$ cat config.mk
export PLATFORM = sky130hd
export DESIGN_NAME = accel_avg_sequencer
export DESIGN_NICKNAME = d
export VERILOG_FILES = /design/src/rtl/accel_avg_sequencer.sv
export SDC_FILE = /design/constraint.sdc
export NUM_CORES = 1
export LEC_CHECK = 0
export CAP_MARGIN = 5
export CORE_ASPECT_RATIO = 1.5
export CORE_UTILIZATION = 40
export DETAILED_ROUTE_END_ITERATION = 12
export DONT_BUFFER_PORTS = 1
export GPL_TIMING_DRIVEN = 0
export HOLD_SLACK_MARGIN = 0.12
export MAX_ROUTING_LAYER = met4
export SETUP_SLACK_MARGIN = 0.05
export SYNTH_ARGS = -nofsm -noshare
export SYNTH_HDL_FRONTEND = slang
export SYNTH_SLANG_ARGS = --single-unit
$ cat constraint.sdc
create_clock -name clk -period 5.3 [get_ports clk]
set_input_delay 0.53 -clock clk [delete_from_list [all_inputs] [get_ports clk]]
set_output_delay 0.53 -clock clk [all_outputs]
set_load 0.02 [all_outputs]
$ cat src/rtl/accel_avg_sequencer.sv
// Block-averages 2^LOG2_AVG accelerometer updates per axis, valid/ready out.
// Optional stale-input timeout enabled by defining ACCEL_STALE_EN.
module accel_avg_sequencer #(
  parameter int LOG2_AVG       = 2,
  parameter int TIMEOUT_CYCLES = 50_000_000
) (
  input  logic                clk,
  input  logic                reset_n,
  input  logic                enable,
  input  logic                data_update,
  input  logic [15:0]         data_x,
  input  logic [15:0]         data_y,
  input  logic [15:0]         data_z,
  output logic [15:0]         avg_x,
  output logic [15:0]         avg_y,
  output logic [15:0]         avg_z,
  output logic                avg_valid,
  input  logic                avg_ready,
  output logic [LOG2_AVG-1:0] sample_cnt,
  output logic                overrun,
  input  logic                clear_ovr
`ifdef ACCEL_STALE_EN
  ,
  output logic                stale
`endif
);

  localparam int AW = 16 + LOG2_AVG;

  if (LOG2_AVG < 1 || LOG2_AVG > 6 || TIMEOUT_CYCLES < 1) begin : g_param_chk
    $error("accel_avg_sequencer: parameter out of range");
  end

  typedef enum logic [1:0] {
    IDLE,
    ACCUM,
    DONE
  } state_t;

  state_t state;

  logic data_update_d;
  logic upd_edge;

  logic signed [AW-1:0] acc_x;
  logic signed [AW-1:0] acc_y;
  logic signed [AW-1:0] acc_z;

  logic signed [AW-1:0] ext_x;
  logic signed [AW-1:0] ext_y;
  logic signed [AW-1:0] ext_z;

  logic signed [AW-1:0] sh_x;
  logic signed [AW-1:0] sh_y;
  logic signed [AW-1:0] sh_z;

  assign upd_edge = data_update & ~data_update_d;

  assign ext_x = {{LOG2_AVG{data_x[15]}}, data_x};
  assign ext_y = {{LOG2_AVG{data_y[15]}}, data_y};
  assign ext_z = {{LOG2_AVG{data_z[15]}}, data_z};

  // Sum of N 16-bit samples shifted back by LOG2_AVG always fits 16 bits.
  assign sh_x = acc_x >>> LOG2_AVG;
  assign sh_y = acc_y >>> LOG2_AVG;
  assign sh_z = acc_z >>> LOG2_AVG;

  always_ff @(posedge clk or negedge reset_n) begin
    if (!reset_n) begin
      state         <= IDLE;
      data_update_d <= 1'b0;
      acc_x         <= '0;
      acc_y         <= '0;
      acc_z         <= '0;
      avg_x         <= '0;
      avg_y         <= '0;
      avg_z         <= '0;
      avg_valid     <= 1'b0;
      sample_cnt    <= '0;
      overrun       <= 1'b0;
    end else begin
      data_update_d <= data_update;
      if (clear_ovr) overrun <= 1'b0;
      if (avg_valid && avg_ready) avg_valid <= 1'b0;
      unique case (state)
        IDLE: begin
          acc_x      <= '0;
          acc_y      <= '0;
          acc_z      <= '0;
          sample_cnt <= '0;
          if (enable) state <= ACCUM;
        end
        ACCUM: begin
          if (!enable) begin
            state      <= IDLE;
            acc_x      <= '0;
            acc_y      <= '0;
            acc_z      <= '0;
            sample_cnt <= '0;
          end else if (upd_edge) begin
            acc_x      <= acc_x + ext_x;
            acc_y      <= acc_y + ext_y;
            acc_z      <= acc_z + ext_z;
            sample_cnt <= sample_cnt + 1'b1;
            if (&sample_cnt) state <= DONE;
          end
        end
        DONE: begin
          avg_x     <= sh_x[15:0];
          avg_y     <= sh_y[15:0];
          avg_z     <= sh_z[15:0];
          avg_valid <= 1'b1;
          if (avg_valid && !avg_ready) overrun <= 1'b1;
          // An update landing here opens the next window instead of being lost.
          if (enable && upd_edge) begin
            acc_x      <= ext_x;
            acc_y      <= ext_y;
            acc_z      <= ext_z;
            sample_cnt <= LOG2_AVG'(1);
          end else begin
            acc_x      <= '0;
            acc_y      <= '0;
            acc_z      <= '0;
            sample_cnt <= '0;
          end
          state <= enable ? ACCUM : IDLE;
        end
        default: state <= IDLE;
      endcase
    end
  end

`ifdef ACCEL_STALE_EN
  localparam int SW = $clog2(TIMEOUT_CYCLES + 1);

  logic [SW-1:0] stale_cnt;

  always_ff @(posedge clk or negedge reset_n) begin
    if (!reset_n) begin
      stale_cnt <= '0;
    end else if (state == IDLE || upd_edge) begin
      stale_cnt <= '0;
    end else if (stale_cnt < SW'(TIMEOUT_CYCLES)) begin
      stale_cnt <= stale_cnt + 1'b1;
    end
  end

  assign stale = (stale_cnt == SW'(TIMEOUT_CYCLES));
`endif

endmodule

### Word level (Yosys, flattened, before mapping)

Cells that the tools add are included.
Widths: inputs -> output; s select.

| storage, ports and cells | value |
|---|---|
| input bits | 54 |
| register bits after elaboration | 109 |

| operators by class | value |
|---|---|
| muxes and demuxes | 27 |
| reductions and logical operators | 10 |
| equal/unequal tests | 5 |
| $add $sub $neg | 4 |
| bitwise gates (word level) | 2 |

Operators with widths:

| operator | number |
|---|---|
| $mux 18 | 9 |
| $pmux 18 s3 | 3 |
| $add 18x16->18 | 3 |
| $mux 2 | 6 |
| $pmux 2 s3 | 2 |
| $mux 1 | 7 |
| $ne 3x3->1 const B | 2 |
| $reduce_and 2->1 | 2 |
| $logic_and 1x1->1 | 3 |
| $reduce_and 3->1 | 1 |
| $reduce_bool 3->1 | 1 |
| $add 2x1->2 const B | 1 |
| $eq 2x1->1 const B | 1 |
| $eq 2x2->1 const B | 1 |
| $logic_not 2->1 | 1 |
| $ne 2x2->1 const B | 1 |
| $reduce_bool 2->1 | 1 |
| $and 1x1->1 | 1 |
| $logic_not 1->1 | 1 |
| $not 1->1 | 1 |

### Longest topological paths before layout

Gate-level depths: netlist of the first run.

| depth | value |
|---|---|
| depth after elaboration | 5 |
| depth in mapped cells | 10 |
| gate-level depth less buffers | 9 |

### Worst setup path before layout of the first run

Ideal clock, no wire load.

| timing path | value |
|---|---|
| path type | input-to-reg |
| start | input data_z[0] |
| end | register acc_z[14] |
| arrival | 2,361 ps |
| cell stages on the path | 8 |
| data required time | 5,175 ps |
| slack | 2,814 ps |
| cells stage by stage | ha_1 fa_1 a21oi_1 o211ai_1 o21ai_0 nand2_1 a41oi_1 mux2_2 |

| between the ends | value |
|---|---|
| cells in the longest elaborated chain, start to end | 4 |

RTL lines:

| what | RTL line | text |
|---|---|---|
| start, declared | 13 | `input logic [15:0] data_z,` |
| $add 18x16->18 | 103 | `acc_z <= acc_z + ext_z;` |
| $mux 18 | 100 | `end else if (upd_edge) begin` |
| $mux 18 | 94 | `if (!enable) begin` |
| $pmux 18 s3 | 85 | `unique case (state)` |
| end signal, assigned | 103 |  |
| end signal, assigned | 118 | `acc_z <= ext_z;` |
| end, declared | 47 | `logic signed [AW-1:0] acc_z;` |

Every way passes these cells. The select of a mux whose other input is x is not followed.
A chain may end at the register's enable or synchronous reset.

### Worst setup path after layout of the first run

| timing path | value |
|---|---|
| start | register acc_z[0] |
| end | register acc_z[14] |

| between the ends | value |
|---|---|
| cells in the longest elaborated chain, start to end | 4 |

RTL lines:

| what | RTL line |
|---|---|
| $add 18x16->18 | 103 |
| $mux 18 | 100 |
| $mux 18 | 94 |
| $pmux 18 s3 | 85 |

Every way passes these cells. The select of a mux whose other input is x is not followed.

==> results of run 1 <==
==> metal layers <==
layer | wire (µm) | track usage
met1 | 6650 | 0.218
met5 | 0 | -
met4 | 314 | 0.0737
met3 | 1150 | 0.0474
met2 | 9100 | 0.372
==> report_power, final <==
group,internal [µW],switching (µW)
Sequential,942,173
Clock,377,304
Combinational,284,436
Total,1600,914
==> state kept, by name, summed over array words and instances, names as in the netlist <==
signal         flops
acc_z             18
acc_y             18
avg_valid          1
state              2
avg_z             16
acc_x             18
avg_x             16
data_update_d      1
overrun            1
sample_cnt         2
avg_y             16
==> cells by family (layout without fill, tap and decap cells) <==
family / after synthesis / in the layout / share of synthesized area
adder cells (fa/ha/maj): 59 / 59 / 0.112
buffers and inverters: 55 / 71 / 0.0306
flip-flops: 109 / 109 / 0.400
AO/OA/AOI/OAI: 233 / 233 / 0.239
XOR/XNOR: 32 / 32 / 0.0411
multiplexers: 55 / 55 / 0.0899
AND/OR/NAND/NOR: 121 / 121 / 0.0881
==> how the worst max path moves through the flow <==
stage	cells past startpoint	endpoint	slack (ns)
after global placement	8	acc_z[14]	2.46
after CTS	8	acc_z[14]	2.59
final	8	acc_z[14]	2.62
after global routing	8	acc_z[14]	2.41
after floorplan	8	acc_z[14]	2.81
after detailed placement	8	acc_z[14]	2.44
==> critical path: cells and delay by family (launching register included) <==
kind | cells | cell delay, ns
mux | 1 | 0.37
fa+ha+maj | 2 | 0.63
simple gates | 1 | 0.09
compound gates | 4 | 1.08
flops | 1 | 0.38
==> cell usage after synthesis (all sizes together), types with 9 or more instances <==
cell type	instances	share of area
dfrtp	109	0.40
o21ai	60	0.045
ha	56	0.10
mux2	50	0.083
a22oi	40	0.044
nand2	38	0.021
a21oi	28	0.021
inv	25	0.014
nor2	22	0.012
a21o	21	0.023
clkbuf	21	0.012
xnor2	20	0.026
xor2	12	0.015
nand3	11	0.0081
nor3	11	0.0081
o21a	11	0.012
buf	9	0.0053
o31ai	9	0.011
==> what timing repair did <==
action / in CTS / in global routing
hold buffers: 1 / 0
endpoints found under the hold margin: 109 / 0
setup endpoints to repair: 0 / 0
==> metrics by stage <==
step | hold WS [ns] | total power (µW) | std cells
3_5_place_dp | 0.237 | 1840 | 874
5_1_grt | 0.163 | 2670 | 890
6_report | 0.127 | 2520 | 890
4_1_cts | 0.149 | 2550 | 890
3_3_place_gp | 0.237 | 1810 | 874
2_1_floorplan | 0.234 | 1640 | 664
==> cell type report <==
cell class	instances	area, µm²	share of cell area
Clock inverter	4	48.8	0.00659
Sequential cell	109	2730	0.369
Timing Repair Buffer	1	27.5	0.00372
Buffer	30	115	0.0156
Multi-Input combinational cell	500	3880	0.525
Tap cell	210	263	0.0355
Clock buffer	11	243	0.0328
Inverter	25	93.8	0.0127
==> qor.csv, run 1 <==
stage,metric,value,unit
critical_path,critPathCaptureType,register,
logic_synthesis,synthCells,664,
sta,rsz0062_at_grt,no,
detailed_routing,routed_wl,17200,µm
sta,setup_viol,0,
sta,tns,0,ns
sta,tightest_slew,0.729,ns
power_and_ir_drop,p_per_area,340,nW/µm²
critical_path,r2r.worst_path.cells,8,
placement,place_congestion,0.887,
logic_synthesis,netlist_area,6820,µm²
sta,slew_viol_final,0,
sta,min_period,2.68,ns
placement,hpwl,12600,µm
logic_synthesis,ys.flop_type,dfrtp_1,
logic_synthesis,ys_ff_latch,109,
placement,post-place-ws,2.44,ns
critical_path,r2r_slack,2.62,ns
clocking,ctsHtreeMaxLevel,3,
detailed_routing,wl_per_cell,19.3,µm
die,ios,106,
placement,io_buffers,0,
die,dieArea,17600,µm²
final_layout,post-route-util,0.443,
clocking,root_buffer,clkbuf_16,
run,drv_cap,0,
final_layout,area_growth,8.53,%
clocking,cts_buffer_depth,2,
critical_path,required,5.54,ns
final_layout,final_common_cell,dfrtp_1,
sta,slew-limit-headroom,0.514,
logic_synthesis,syn_nets,777,
global_route,grt-ovfl-total,0,
sta,finClkSkew,0.00719,ns
global_route,grt_max_degree,110,
die,initial_core_util,0.409,
detailed_routing,vias,5395,
clocking,cts_post_setup_buffers_inserted,0,
logic_synthesis,synth_edf_count,0,
critical_path,worstSetupPathType,register to register,
worst_hold_path,hold_path.class,input port to async pin,
clocking,cts_buffers,9,
detailed_routing,postRouteAntennaNets,0,
sta,finalWorstSetupSlack,2.62,ns
placement,placed_area,7080,µm²
die,die-height,162,µm
power_and_ir_drop,peakVddDrop,0.000151,V
critical_path,slowest_stage,fa_1,
sta,min_period_over_period,0.505,
detailed_routing,route.detailed.drc,0,
critical_path,r2r_start,acc_z[0],
logic_synthesis,avgSynthCellArea,10.3,µm²
detailed_routing,firstDrtPassIters,5,
final_layout,drive_gt1_frac,0.115,
final_layout,antennaDiodeCount,0,
critical_path,cpPeakStageDelay,0.41,ns
global_route,antenna_found_initial,0,
sta,max_freq,374,MHz
logic_synthesis,yosysSeqAreaShare,0.400,
logic_synthesis,async_flop_share,1.00,
critical_path,cp_max_fo,4,
logic_synthesis,yosys_warnings,0,
critical_path,start_kind,register,
clocking,cts_resized,0,
sta,hold_viol,0,
critical_path,r2r-end,acc_z[14],
critical_path,path_cells,ha_1 -> fa_1 -> a21oi_1 -> o211ai_1 -> o21ai_0 -> nand2_1 -> a41oi_1 -> mux2_2,
clocking,clock-sinks,109,
logic_synthesis,ys_types,59,
final_layout,mostFrequentLayoutCells,"109 x dfrtp_1, 57 x o21ai_0, 56 x ha_1",
die,fp.dieW,109,µm
final_layout,fillers,1597,
clocking,clk_pin_slew_worst_paths,0.07,ns
critical_path,crit_start,acc_z[0],
critical_path,arrival,2.91,ns
global_route,grt_pass1_vias,5548,
status,outcome,"complete, no violations",
final_layout,stdcell_area,7400,µm²
clocking,insertion_delay,0.35,ns
die,core.rowCount,58,
final_layout,layout.nets,789,
detailed_routing,drt_iter0_drc,259,
die,core-area,16700,µm²
global_route,track_usage,0.207,
detailed_routing,viasPerCell,6.06,
power_and_ir_drop,p_leak,0.00352,µW
global_route,grt_pass1_wl,27300,µm
clocking,cts_tree,built,
(Power assumes the default switching activity.)
==> run 2: changes to the inputs <==
- clock period: 5.3 -> 2.6 ns (I/O delays scaled with it)
==> run 2 against run 1 <==
The run now ends with hold timing left; wire length grew 5.4%; worst hold slack lost 0.53 ns; final cell count grew 5.5%; via count grew 3.9%; largest cell class unchanged; highest routed layer unchanged; die area is the same; critical path depth is the same; combinational power grew 110%.
==> qor.csv, run 2 (same netlist as run 1, synthesis figures left out) <==
stage,metric,value,unit,change
detailed_routing,viasPerCell,5.97,,was 6.06
detailed_routing,route.detailed.drc,0,,unchanged
placement,dpl.cell_count,874,,unchanged
final_layout,final_common_cell,dfrtp_1,,unchanged
worst_hold_path,hold_path.class,input port to async pin,,unchanged
global_route,grt_pass1_wl,28700,µm,was 27300 µm
die,ios,106,,unchanged
detailed_routing,drt_iter0_drc,269,,was 259
sta,tightest_slew,0.728,ns,was 0.729 ns
die,dieArea,17600,µm²,unchanged
global_route,grt_pass1_vias,5828,,was 5548
sta,min_period_over_period,0.943,,was 0.505
clocking,ctsHtreeMaxLevel,3,,unchanged
sta,holdWs,-0.407,ns,was 0.127 ns
final_layout,layout.nets,838,,was 789
critical_path,cp_top_family,compound AO/OA/AOI/OAI gates,,unchanged
sta,min_period,2.45,ns,was 2.68 ns
critical_path,crit_buf_inv,0,,unchanged
sta,rsz0062_at_grt,yes,,was no
die,initial_core_util,0.409,,unchanged
clocking,cts_buffer_depth,2,,unchanged
global_route,track_usage,0.217,,was 0.207
final_layout,antennaDiodeCount,0,,unchanged
detailed_routing,postRouteAntennaNets,0,,unchanged
status,violations,hold timing,,
power_and_ir_drop,p_per_area,657,nW/µm²,was 340 nW/µm²
critical_path,cp_max_fo,4,,unchanged
final_layout,area_growth,15.9,%,was 8.53%
clocking,cts_buffers,9,,unchanged
global_route,grt-ovfl-total,0,,unchanged
final_layout,fillers,1568,,was 1597
sta,finalWorstSetupSlack,0.149,ns,was 2.62 ns
power_and_ir_drop,p_leak,0.00374,µW,was 0.00352 µW
placement,place_congestion,0.887,,unchanged
die,core-area,16700,µm²,unchanged
final_layout,reg.largest.list,"acc_x (18), acc_y (18), acc_z (18)",,unchanged
clocking,cts_post_setup_buffers_inserted,0,,unchanged
final_layout,layoutNonFillerInstCount,939,,was 890
critical_path,required,2.84,ns,was 5.54 ns
critical_path,path_cells,ha_1 -> fa_1 -> a21oi_1 -> o211ai_1 -> o21ai_2 -> nand2_1 -> a41oi_2 -> mux2_2,,was ha_1 -> fa_1 -> a21oi_1 -> o211ai_1 -> o21ai_0 -> nand2_1 -> a41oi_1 -> mux2_2
detailed_routing,firstDrtPassIters,5,,unchanged
clocking,root_buffer,clkbuf_16,,unchanged
sta,max_freq,408,MHz,was 374 MHz
sta,finClkSkew,0.00643,ns,was 0.00719 ns
sta,slew-limit-headroom,0.515,,was 0.514
clocking,cts-hold-fix-buffers,50,,was 1
power_and_ir_drop,peakVddDrop,0.000317,V,was 0.000151 V
global_route,grt_max_degree,110,,unchanged
detailed_routing,wl_per_cell,19.3,µm,about the same
placement,post-place-ws,-0.0979,ns,was 2.44 ns
critical_path,start_kind,register,,unchanged
final_layout,mostFrequentLayoutCells,"109 x dfrtp_1, 56 x o21ai_0, 56 x ha_1",,"was 109 x dfrtp_1, 57 x o21ai_0, 56 x ha_1"
die,die-height,162,µm,unchanged
critical_path,slowest_stage,fa_1,,unchanged
die,fp.dieW,109,µm,unchanged
sta,slew_viol_final,0,,unchanged
placement,hpwl,12600,µm,unchanged
global_route,antenna_found_initial,0,,unchanged
detailed_routing,routed_wl,18100,µm,was 17200 µm
sta,setup_viol,0,,unchanged
die,core.rowCount,58,,unchanged
status,outcome,finished with violations,,"was complete, no violations"
placement,io_buffers,0,,unchanged
clocking,cts_tree,built,,unchanged
detailed_routing,vias,5604,,was 5395
final_layout,post-route-util,0.474,,was 0.443
clocking,insertion_delay,0.35,ns,about the same
clocking,clk_pin_slew_worst_paths,0.07,ns,about the same
critical_path,cpPeakStageDelay,0.41,ns,about the same
critical_path,critPathCaptureType,register,,unchanged
critical_path,worstSetupPathType,register to register,,unchanged
final_layout,drive_gt1_frac,0.121,,was 0.115
critical_path,arrival,2.69,ns,was 2.91 ns
run,drv_cap,0,,unchanged
clocking,clock-sinks,109,,unchanged
sta,hold_viol,109,,was 0
-- run 2: cell types whose count changed in the layout (fill, tap and decap cells not counted), sizes merged --
cell | before | now
buf | 10 | 5
clkbuf | 32 | 36
dlygate4sd3 | 0 | 50
-- run 2: power by group --
group          internal (µW)  switching [µW]
clock                    768             630
combinational            635             883
sequential              1920             355
total                   3320            1870
-- run 2: area by class of cell --
cell class	instances	area (µm²)	share of cell area
Buffer	30	124	0.0157
Clock buffer	11	243	0.0307
Multi-Input combinational cell	500	3900	0.494
Inverter	25	93.8	0.0119
Clock inverter	4	48.8	0.00617
Tap cell	210	263	0.0332
Sequential cell	109	2730	0.345
Timing Repair Buffer	50	500	0.0633
-- run 2: worst paths after layout --
path / from / end / slack [ns] / cells after the start
worst max-delay path: acc_z[0] / acc_z[14] / 0.15 / 8
max in group asynchronous: reset_n / acc_z[6] / 2.87 / 0
worst max register to register: acc_z[0] / acc_z[14] / 0.15 / 8
min in group clk: data_z[0] / acc_z[0] / 0.15 / 3
worst min register to register: acc_z[0] / acc_z[0] / 0.52 / 2
worst min-delay path: reset_n / avg_y[7] / -0.41 / 0
-- run 2: metrics by stage --
step           total power, µW  TNS (ns)  area, µm²
3_5_place_dp              3750   -0.0979       7080
2_1_floorplan             3330         0       6820
6_report                  5190         0       7900
3_3_place_gp              3700   -0.0665       7080
4_1_cts                   5220         0       7880
5_1_grt                   5490   -0.0302       7900
-- run 2: what timing repair did --
action	CTS	global route
resized for setup	4	10
hold endpoints to repair	165	109
endpoints found under the setup margin	3	43
pin swaps	0	2
-- run 2: layer usage --
metal | part of all wire | global-route usage
met1 | 0.40 | 0.235
met2 | 0.53 | 0.392
met3 | 0.054 | 0.0389
met4 | 0.019 | 0.0743
met5 | 0 | -
==> run 3: changes to the inputs <==
- RECOVER_POWER: not set -> 100
==> run 3 against run 2 <==
The flow still finishes with violations (hold timing); final area stayed put; count of clock-buffer cells in the layout stayed put; via count hardly changed; final cell count stayed put; maximum frequency is 0.16% lower; die area stayed put; sequential share of layout area stayed put; core utilization stayed put; wire length is 0.28% lower; highest routed layer unchanged.
==> qor.csv, run 3 (same netlist as run 1, synthesis figures left out) <==
stage,metric,value,unit,change
critical_path,r2r_start,acc_z[0],,unchanged
sta,slew_viol_final,0,,unchanged
critical_path,critPathCaptureType,register,,unchanged
detailed_routing,postRouteAntennaNets,0,,unchanged
die,ios,106,,unchanged
die,core.rowCount,58,,unchanged
global_route,track_usage,0.217,,unchanged
sta,tightest_slew,0.725,ns,was 0.728 ns
die,dieArea,17600,µm²,unchanged
sta,min_period,2.46,ns,was 2.45 ns
critical_path,r2r.worst_path.cells,8,,unchanged
final_layout,reg.largest.list,"acc_x (18), acc_y (18), acc_z (18)",,unchanged
global_route,antenna_found_initial,0,,unchanged
critical_path,cpPeakStageDelay,0.41,ns,about the same
sta,max_freq,407,MHz,was 408 MHz
detailed_routing,wl_per_cell,19.3,µm,about the same
detailed_routing,viasPerCell,5.97,,about the same
placement,placed_area,7080,µm²,unchanged
sta,setup_viol,0,,unchanged
critical_path,r2r-end,acc_z[14],,unchanged
critical_path,worstSetupPathType,register to register,,unchanged
run,drv_cap,0,,unchanged
critical_path,arrival,2.70,ns,was 2.69 ns
final_layout,area_growth,15.9,%,unchanged
critical_path,slowest_stage,fa_1,,unchanged
critical_path,path_cells,ha_1 -> fa_1 -> a21oi_1 -> o211ai_1 -> o21ai_2 -> nand2_1 -> a41oi_2 -> mux2_2,,unchanged
critical_path,crit_buf_inv,0,,unchanged
power_and_ir_drop,p_per_area,656,nW/µm²,was 657 nW/µm²
die,die-height,162,µm,unchanged
clocking,clock-sinks,109,,unchanged
placement,io_buffers,0,,unchanged
die,initial_core_util,0.409,,unchanged
final_layout,drive_gt1_frac,0.121,,unchanged
global_route,grt_pass1_vias,5828,,unchanged
clocking,root_buffer,clkbuf_16,,unchanged
clocking,cts_buffer_depth,2,,unchanged
status,outcome,finished with violations,,unchanged
worst_hold_path,hold_path.class,input port to async pin,,unchanged
critical_path,required,2.84,ns,about the same
placement,hpwl,12600,µm,unchanged
global_route,grt_max_degree,110,,unchanged
final_layout,antennaDiodeCount,0,,unchanged
clocking,cts_tree,built,,unchanged
critical_path,cp_max_fo,4,,unchanged
power_and_ir_drop,peakVddDrop,0.000318,V,was 0.000317 V
sta,hold_viol,109,,unchanged
sta,min_period_over_period,0.944,,was 0.943
final_layout,layout.nets,838,,unchanged
clocking,cts-hold-fix-buffers,50,,unchanged
die,core-area,16700,µm²,unchanged
clocking,cts_post_setup_buffers_inserted,0,,unchanged
critical_path,start_kind,register,,unchanged
status,violations,hold timing,,unchanged
clocking,ctsHtreeMaxLevel,3,,unchanged
power_and_ir_drop,design_power_total,5180,µW,was 5190 µW
critical_path,cp_top_family,compound AO/OA/AOI/OAI gates,,unchanged
placement,post-place-ws,-0.0979,ns,unchanged
power_and_ir_drop,p_leak,0.00374,µW,about the same
sta,finalWorstSetupSlack,0.145,ns,was 0.149 ns
final_layout,fillers,1568,,unchanged
sta,holdWs,-0.405,ns,was -0.407 ns
final_layout,mostFrequentLayoutCells,"109 x dfrtp_1, 57 x o21ai_0, 56 x ha_1",,"was 109 x dfrtp_1, 56 x o21ai_0, 56 x ha_1"
global_route,grt-ovfl-total,0,,unchanged
detailed_routing,drt_iter0_drc,293,,was 269
sta,slew-limit-headroom,0.517,,was 0.515
detailed_routing,route.detailed.drc,0,,unchanged
placement,place_congestion,0.887,,unchanged
global_route,grt_pass1_wl,28700,µm,unchanged
critical_path,r2r_slack,0.14,ns,was 0.15 ns
detailed_routing,routed_wl,18100,µm,about the same
detailed_routing,firstDrtPassIters,5,,unchanged
final_layout,stdcell_area,7900,µm²,unchanged
final_layout,final_common_cell,dfrtp_1,,unchanged
clocking,cts_buffers,9,,unchanged
clocking,insertion_delay,0.35,ns,about the same
detailed_routing,vias,5603,,was 5604
sta,finClkSkew,0.00625,ns,was 0.00643 ns
sta,rsz0062_at_grt,yes,,unchanged
die,fp.dieW,109,µm,unchanged
clocking,clk_pin_slew_worst_paths,0.07,ns,about the same
[run 3: cell count changes in the layout (fill, tap and decap cells not counted)]
cell	before	now
clkbuf_2	6	7
buf_1	2	1
o21ai_0	56	57
buf_2	3	2
o311ai_0	1	2
o21ai_1	2	1
clkbuf_1	20	21
o311ai_1	1	0
[run 3: worst register-to-register path, cell delays in order (launching register included)]
cell and delay, ns:
dfrtp_1 0.38, ha_1 0.22, fa_1 0.41, a21oi_1 0.20
o211ai_1 0.20, o21ai_2 0.23, nand2_1 0.09, a41oi_2 0.24
mux2_2 0.36
[run 3: cell type report]
| class | count | area, µm² | area share |
|---|---|---|---|
| multi-input cells | 500 | 3900 | 0.494 |
| flip-flops and latches | 109 | 2730 | 0.345 |
| repair buffers | 50 | 500 | 0.0633 |
| well taps | 210 | 263 | 0.0332 |
| clock buffers | 11 | 243 | 0.0307 |
| plain buffers | 30 | 124 | 0.0157 |
| inverters | 25 | 93.8 | 0.0119 |
| clock inverters | 4 | 48.8 | 0.00617 |
[run 3: metrics by stage]
stage | setup TNS [ns] | utilization | cells
3_3_place_gp | -0.0665 | 0.424 | 874
4_1_cts | 0 | 0.472 | 939
2_1_floorplan | 0 | - | 664
3_5_place_dp | -0.0979 | 0.424 | 874
6_report | 0 | 0.474 | 939
5_1_grt | -0.0302 | 0.474 | 939
[run 3: worst max-delay path by stage]
| stage | from | to | slack, ns | depth (start not counted) |
|---|---|---|---|---|
| 6_report | acc_z[0] | acc_z[14] | 0.14 | 8 |
| 5_1_grt | acc_z[0] | acc_z[14] | -0.03 | 8 |
| 4_1_cts | acc_z[0] | acc_z[14] | 0.04 | 8 |
| 3_5_place_dp | acc_z[0] | acc_z[14] | -0.1 | 8 |
| 3_3_place_gp | acc_z[0] | acc_z[14] | -0.07 | 8 |
| 2_1_floorplan | acc_z[0] | acc_z[14] | 0.29 | 8 |
[run 3: routing by layer]
metal | up-vias | part of all wire | GRT usage
li1 | 2635 | - | -
met5 | - | 0 | -
met1 | 2774 | 0.40 | 0.235
met3 | 30 | 0.052 | 0.0389
met2 | 164 | 0.53 | 0.392
met4 | 0 | 0.021 | 0.0743
[run 3: repair_timing]
action                                  CTS  global route
pin swaps                                 0             2
resized for setup                         4            10
endpoints found under the hold margin   165           109
endpoints found under the setup margin    3            43
[run 3: where the power goes]
part           total, µW  switching (µW)  internal (µW)
registers           2280             355           1920
clock network       1390             625            768
logic               1520             881            634
